$ cat config.mk
export PLATFORM = sky130hd
export DESIGN_NAME = serial_adder_ctrl
export DESIGN_NICKNAME = d
export VERILOG_FILES = /design/src/rtl/serial_adder_ctrl_pkg.sv /design/src/rtl/half_adder_flux.sv /design/src/rtl/serial_fa_cell.sv /design/src/rtl/serial_adder_ctrl.sv
export SDC_FILE = /design/constraint.sdc
export NUM_CORES = 1
export LEC_CHECK = 0
export ABC_AREA = 1
export CORE_ASPECT_RATIO = 0.75
export CORE_MARGIN = 3
export CORE_UTILIZATION = 45
export CTS_CLUSTER_DIAMETER = 80
export DETAILED_ROUTE_END_ITERATION = 16
export PLACE_DENSITY = 0.69
export SKIP_CTS_REPAIR_TIMING = 1
export SLEW_MARGIN = 20
export SYNTH_ARGS = -nofsm -noshare
export SYNTH_HDL_FRONTEND = slang
export SYNTH_SLANG_ARGS = --single-unit
$ cat constraint.sdc
create_clock -name clk -period 1.94 [get_ports clk]
set_clock_uncertainty 0.15 [all_clocks]
set_input_delay 0.194 -clock clk [delete_from_list [all_inputs] [get_ports clk]]
set_output_delay 0.194 -clock clk [all_outputs]
set_load 0.005 [all_outputs]
$ cat src/rtl/serial_adder_ctrl_pkg.sv
// Shared definitions for the bit-serial adder controller: FSM encoding and
// parameter helpers used at elaboration time.
package serial_adder_ctrl_pkg;

  localparam logic [1:0] ST_IDLE = 2'd0;
  localparam logic [1:0] ST_RUN  = 2'd1;
  localparam logic [1:0] ST_DONE = 2'd2;

  typedef enum logic [1:0] {
    StIdle = ST_IDLE,
    StRun  = ST_RUN,
    StDone = ST_DONE
  } state_e;

  function automatic bit width_ok(int unsigned w);
    return (w >= 1) && (w <= 32);
  endfunction

  // Bit counter never narrower than one bit, even for a 1-bit adder.
  function automatic int unsigned cnt_width(int unsigned w);
    return (w > 1) ? $clog2(w) : 1;
  endfunction

endpackage

$ cat src/rtl/half_adder_flux.sv
// Single-bit half adder.
module half_adder_flux (
  input  logic a,
  input  logic b,
  output logic sum,
  output logic carry
);

  assign sum   = a ^ b;
  assign carry = a & b;

endmodule

$ cat src/rtl/serial_fa_cell.sv
// Combinational full-adder cell: two cascaded half adders with OR-merged carries.
module serial_fa_cell (
  input  logic a,
  input  logic b,
  input  logic cin,
  output logic sum,
  output logic cout
);

  logic s0, c0, c1;

  half_adder_flux u_ha0 (
    .a     (a),
    .b     (b),
    .sum   (s0),
    .carry (c0)
  );

  half_adder_flux u_ha1 (
    .a     (s0),
    .b     (cin),
    .sum   (sum),
    .carry (c1)
  );

  assign cout = c0 | c1;

endmodule

$ cat src/rtl/serial_adder_ctrl.sv
// Bit-serial adder controller: adds a + b + cin one bit per clock, LSB first,
// with a start/busy/done handshake and registered sum/cout.
module serial_adder_ctrl
  import serial_adder_ctrl_pkg::*;
#(
  parameter int unsigned WIDTH = 8
) (
  input  logic             clk,
  input  logic             rst_n,
  input  logic             start,
  input  logic [WIDTH-1:0] a,
  input  logic [WIDTH-1:0] b,
  input  logic             cin,
  output logic             busy,
  output logic             done,
  output logic [WIDTH-1:0] sum,
  output logic             cout
);

  localparam int unsigned CntW = cnt_width(WIDTH);

  if (!width_ok(WIDTH)) begin : g_bad_width
    $error("serial_adder_ctrl: WIDTH must be in 1..32");
  end

  state_e           state_q, state_d;
  logic [WIDTH-1:0] a_sh_q, a_sh_d, b_sh_q, b_sh_d, s_sh_q, s_sh_d, s_next;
  logic [WIDTH-1:0] sum_q, sum_d;
  logic [CntW-1:0]  cnt_q, cnt_d;
  logic             c_q, c_d, busy_q, busy_d, done_q, done_d, cout_q, cout_d;
  logic             s_bit, c_bit;

  serial_fa_cell u_fa (
    .a    (a_sh_q[0]),
    .b    (b_sh_q[0]),
    .cin  (c_q),
    .sum  (s_bit),
    .cout (c_bit)
  );

  // New sum bit enters at the MSB so the LSB lands at bit 0 after WIDTH shifts.
  always_comb begin
    s_next            = s_sh_q >> 1;
    s_next[WIDTH-1]   = s_bit;
  end

  always_comb begin
    state_d = state_q;
    a_sh_d  = a_sh_q;
    b_sh_d  = b_sh_q;
    s_sh_d  = s_sh_q;
    c_d     = c_q;
    cnt_d   = cnt_q;
    sum_d   = sum_q;
    cout_d  = cout_q;
    busy_d  = 1'b0;
    done_d  = 1'b0;
    case (state_q)
      StIdle, StDone: begin
        if (start) begin
          a_sh_d  = a;
          b_sh_d  = b;
          c_d     = cin;
          cnt_d   = '0;
          busy_d  = 1'b1;
          state_d = StRun;
        end else begin
          state_d = StIdle;
        end
      end
      StRun: begin
        a_sh_d = a_sh_q >> 1;
        b_sh_d = b_sh_q >> 1;
        s_sh_d = s_next;
        c_d    = c_bit;
        cnt_d  = cnt_q + CntW'(1);
        busy_d = 1'b1;
        if (cnt_q == CntW'(WIDTH - 1)) begin
          sum_d   = s_next;
          cout_d  = c_bit;
          done_d  = 1'b1;
          busy_d  = 1'b0;
          state_d = StDone;
        end
      end
      default: state_d = StIdle;
    endcase
  end

  always_ff @(posedge clk or negedge rst_n) begin
    if (!rst_n) begin
      state_q <= StIdle;
      a_sh_q  <= '0;
      b_sh_q  <= '0;
      s_sh_q  <= '0;
      c_q     <= 1'b0;
      cnt_q   <= '0;
      sum_q   <= '0;
      cout_q  <= 1'b0;
      busy_q  <= 1'b0;
      done_q  <= 1'b0;
    end else begin
      state_q <= state_d;
      a_sh_q  <= a_sh_d;
      b_sh_q  <= b_sh_d;
      s_sh_q  <= s_sh_d;
      c_q     <= c_d;
      cnt_q   <= cnt_d;
      sum_q   <= sum_d;
      cout_q  <= cout_d;
      busy_q  <= busy_d;
      done_q  <= done_d;
    end
  end

  assign busy = busy_q;
  assign done = done_q;
  assign sum  = sum_q;
  assign cout = cout_q;

endmodule
==> results.yml, run 1 <==
synthesis:
  synth_compound_area_share_pct: 6.87
  syn_inst: 222
  synthTopCellsByCount: "71 x nand2_1, 40 x dfrtp_1, 40 x inv_1"
  synth_fa_ha_area_share_pct: 2.38
  yosys_most_used_dff: "dfrtp_1"
  yosys.area_share.xor_xnor_pct: 0
  async_reset_ff_share_pct: 100
  synthTopCellsByArea: "dfrtp_1 53%, nand2_1 14%, inv_1 7.9%"
  synth_top_family_by_area: "simple AND/OR/NAND/NOR gates"
  synthMuxAreaShare_pct: 0
  yosysTopAreaCell: "dfrtp_1"
  ys_warn_count: 0
  synth-seq-cells: 40
  synth-edff-count: 0
  synth_seq_area_share_pct: 52.9
  ys_types: 21
  postSynthAreaPerCell_um2: 8.53
  synth.most_common_cell: "nand2_1"
  yosys.area_share.simple_pct: 24.9
  syn_nets: 245
  syn-cell-area_um2: 1890
  synth_top_area_share_pct: 52.9
floorplanning:
  core_um2: 3850
  start_util_pct: 49.2
  die-area_um2: 5030
  chipHeight_um: 62.2
  rows: 19
  io_pins: 31
  die_x_um: 80.9
global_routing:
  grt_pass1_vias: 1273
  grt_max_degree: 41
  grt_util_all_layers_pct: 15.2
  antenna_found_initial: 0
  grt_overflow: 0
  grt_pass1_wl_um: 5890
worst_setup_path:
  cp_cell_sequence: "ha_1 -> ha_1 -> nand2_4 -> inv_1 -> nand2_1 -> nand2_1"
  critPathLaunchType: "flip-flop"
  required_ps: 1980
  ff2ff_setup_slack_ps: 410
  timing.rr.end: "sum[0]"
  ff2ff_path_depth: 6
  crit_slowest_cell: "dfrtp_1"
  worstPathArrival_ps: 1560
  cpPeakStageDelay_ps: 400
  critPathMaxFanout: 19
  worstReg2RegStart: "cnt_q[0]"
  critical_path_class: "reg -> reg"
  critPathCaptureType: "flip-flop"
  crit_start: "cnt_q[0]"
placement:
  port_buffers: 30
  dpl.hpwl_um: 2280
  routabilityCongestion: 0.765
  place_ws_ps: 422
cells_and_area:
  area_delta_synth_final_pct: 21.2
  drive_above_1_share_pct: 10.6
  final_nets: 278
  antenna_cells: 0
routing:
  top_layer: "met4"
  drtIter0Drc: 65
  dr.pass1.iters: 4
  via_per_inst: 4.60
  wl_per_cell_um: 11.2
  ant_nets: 0
  m1WireLength_um: 1740
  wl_met3_um: 193
  dr_total_vias: 1412
  dr_wl_met2_um: 1440
  drc: 0
  wl_um: 3450
clock_network:
  h-tree-depth: 2
  root_buffer: "clkbuf_8"
  clk_path_buf_depth: 2
  clk_pin_slew_worst_paths_ps: 70
  clock_sinks: 40
  tritoncts: "built"
  clk_latency_ps: 290
  cts_made_buffers: 5
min_path:
  worstHoldStart: "b[7]"
  holdPathEnd: "b_sh_q[7]"
  whs_path_depth: 3
  hold_path.class: "in -> reg"
timing:
  drv_slew: 0
  post-route-period-util_pct: 78.6
  finalSetupViolCount: 0
  rsz0062_at_grt: "false"
  min_period_ps: 1530
  fmax_ghz: 0.656
  fin_ws_ps: 415
  timing.final.hold_violations: 0
  tightestPinTransition_ps: 494
  relSlewSlack_pct: 67.1
  tns_ps: 0
pwr:
  p_leak_nw: 1.22
  ir_drop_v: 0.000730
  p_per_area_nw_per_um2: 1550
status:
  status: "complete, no violations"
job:
  cap_violations: 0
## metal layers
metal / GRT usage [%] / vias up
li1: - / 734
met1: 22.3 / 645
met2: 20.3 / 25
met3: 4.62 / 8
met4: 6.96 / 0
met5: 0 / -
## final cells by class
cell class / count / area, um2
Fill cell: 364 / 1560
Sequential cell: 40 / 1000
Multi-Input combinational cell: 130 / 647
Timing Repair Buffer: 35 / 335
Inverter: 43 / 169
Clock buffer: 6 / 72.6
Tap cell: 52 / 65.1
Clock inverter: 1 / 5.00
## logic make-up after synthesis
kind of cell             after synthesis
AND/OR/NAND/NOR                      107
flip-flops                            40
adder cells (fa/ha/maj)                3
AO/OA/AOI/OAI                         20
buffers and inverters                 52
## metrics by stage
stage               std cells  hold slack, ps  power, mW  cell area [um2]  utilization, %
floorplan                 222            -252       2.67             1890               -
global placement          299             130       3.06             2210            57.3
detailed placement        299             130       3.09             2210            57.3
CTS                       306            -183       3.62             2280            59.3
global route              307             326       3.93             2290            59.6
finish                    307             324       3.56             2290            59.6
## worst max-delay path: cells and delay by family, from the launching register on
family | cells | cell delay [ps]
buffers and inverters | 1 | 90
flip-flops | 1 | 400
adder cells (fa/ha/maj) | 2 | 440
AND/OR/NAND/NOR | 3 | 340
## where the power goes
part | switching [mW] | internal, mW | total (mW)
registers | 0.212 | 1.22 | 1.44
clock network | 0.271 | 0.244 | 0.515
logic | 0.930 | 0.683 | 1.61
total | 1.41 | 2.15 | 3.56
## placed cells by master (no fill, tap or decap), drive strengths merged
cell / instances
a21oi: 1
buf: 5
clkbuf: 6
clkdlybuf4s50: 29
clkinv: 1
dfrtp: 40
dlygate4sd3: 1
fa: 1
ha: 2
inv: 43
nand2: 75
nand3: 30
nor2: 2
o21ai: 19
## flip-flops by register name (all words and copies together), names as in the netlist, 2 cells and up
name	cells
a_sh_q	8
b_sh_q	8
sum	8
s_sh_q	7
cnt_q	3
state_q	2
## worst max path at each step
| stage | slack, ps | cells after the start | end |
|---|---|---|---|
| 2_1_floorplan | 570 | 6 | sum[0] |
| 3_5_place_dp | 420 | 6 | sum[0] |
| 4_1_cts | 400 | 6 | sum[0] |
| 5_1_grt | 330 | 6 | sum[0] |
| 3_3_place_gp | 450 | 6 | sum[0] |
| 6_report | 410 | 6 | sum[0] |
(Power assumes the default switching activity.)
==> inputs of run 2 (changes only) <==
==> constraint.sdc (replaced) <==
create_clock -name clk -period 1.5 [get_ports clk]
set_clock_uncertainty 0.15 [all_clocks]
set_input_delay 0.15 -clock clk [delete_from_list [all_inputs] [get_ports clk]]
set_output_delay 0.15 -clock clk [all_outputs]
set_load 0.005 [all_outputs]
==> results.yml, run 2 (synthesis results as in run 1) <==
timing:
  tightestPinTransition_ps: 217
  fmax_ghz: 0.689
  post-route-period-util_pct: 96.8
  relSlewSlack_pct: 85.5
  tns_ps: 0
  min_period_ps: 1450
  drv_slew: 0
  timing.final.hold_violations: 0
  fin_ws_ps: 48.5
  finalSetupViolCount: 0
  rsz0062_at_grt: "false"
routing:
  dr.pass1.iters: 4
  dr_total_vias: 1438
  wl_per_cell_um: 11.1
  ant_nets: 0
  drc: 0
  wl_um: 3480
  via_per_inst: 4.58
  drtIter0Drc: 56
worst_setup_path:
  critical_path_class: "reg -> out"
  critPathMaxFanout: 2
  cp_cell_sequence: "clkdlybuf4s50_1"
  critPathLaunchType: "flip-flop"
  cp_num_buf_inv: 1
  ff2ff_path_depth: 5
  critPathCaptureType: "output pin"
  crit_family: "buffers and inverters"
  cpPeakStageDelay_ps: 500
  cp.depth: 1
  required_ps: 1200
  crit_slowest_cell: "clkdlybuf4s50_1"
  worstPathArrival_ps: 1150
min_path:
  hold_path.class: "in -> async"
pwr:
  ir_drop_v: 0.000838
  power_mw: 4.80
  p_per_area_nw_per_um2: 2020
  p_leak_nw: 1.26
cells_and_area:
  drive_above_1_share_pct: 13.0
  final_nets: 284
  layout_commonest_cell: "nand2_1"
  fillers: 340
  antenna_cells: 0
  layout.cells.non_filler: 314
  fin_util_pct: 61.8
  final_cell_mix: "71 x nand2_1, 40 x inv_1, 40 x dfrtp_1"
  area_delta_synth_final_pct: 25.7
clock_network:
  clk_pin_slew_worst_paths_ps: 70
  clk_path_buf_depth: 2
  h-tree-depth: 2
  cts_made_buffers: 5
  tritoncts: "built"
  clk_latency_ps: 290
  root_buffer: "clkbuf_8"
  clock_sinks: 40
global_routing:
  antenna_found_initial: 0
  grt_pass1_vias: 1362
  grt_pass1_wl_um: 6100
  grt_util_all_layers_pct: 15.5
  grt_max_degree: 41
  grt_overflow: 0
floorplanning:
  die-area_um2: 5030
  rows: 19
  die_x_um: 80.9
  io_pins: 31
  core_um2: 3850
  start_util_pct: 49.2
  chipHeight_um: 62.2
status:
  status: "complete, no violations"
placement:
  place_ws_ps: 55.8
  dpl.hpwl_um: 2410
  port_buffers: 30
  dp_cells: 304
  routabilityCongestion: 0.768
job:
  cap_violations: 0
==> run 2: cell types whose count changed in the layout (fill, tap and decap cells not counted), sizes merged <==
cell	delta
buf	+6
clkbuf	+2
clkinv	-1
==> run 2: final timing paths <==
path	from	endpoint	slack [ps]
setup / recovery	sum[6]	sum[6]	50
hold / removal	rst_n	s_sh_q[1]	210
setup reg to reg	c_q	c_q	110
hold reg to reg	cnt_q[0]	cnt_q[0]	330
max in group asynchronous	rst_n	a_sh_q[4]	800
min in group clk	a[7]	a_sh_q[7]	280
==> run 2: metrics by stage <==
stage	hold slack, ps	area, um2
finish	206	2380
global route	249	2380
CTS	-318	2360
detailed placement	-14.6	2270
global placement	-16.7	2270
floorplan	-296	1890
==> run 2: area by class of cell <==
cell class	count	area, um2	share of cell area (%)
inverters	43	169	7.10
well taps	52	65.1	2.73
flip-flops and latches	40	1000	42.1
multi-input cells	130	649	27.3
clock buffers	8	90.1	3.79
repair buffers	41	405	17.0
==> run 2: metal layers <==
metal  GRT usage [%]  share of wire, %  vias to the layer above
met5               0                 0                        -
met4            4.43               1.1                        0
met3            4.91               4.7                        6
met2            22.3                43                       21
met1            22.4                51                      657
li1                -                 -                      754
==> run 2: power by group <==
part	internal (mW)	switching, mW
logic	0.977	1.25
clock network	0.375	0.357
registers	1.58	0.266
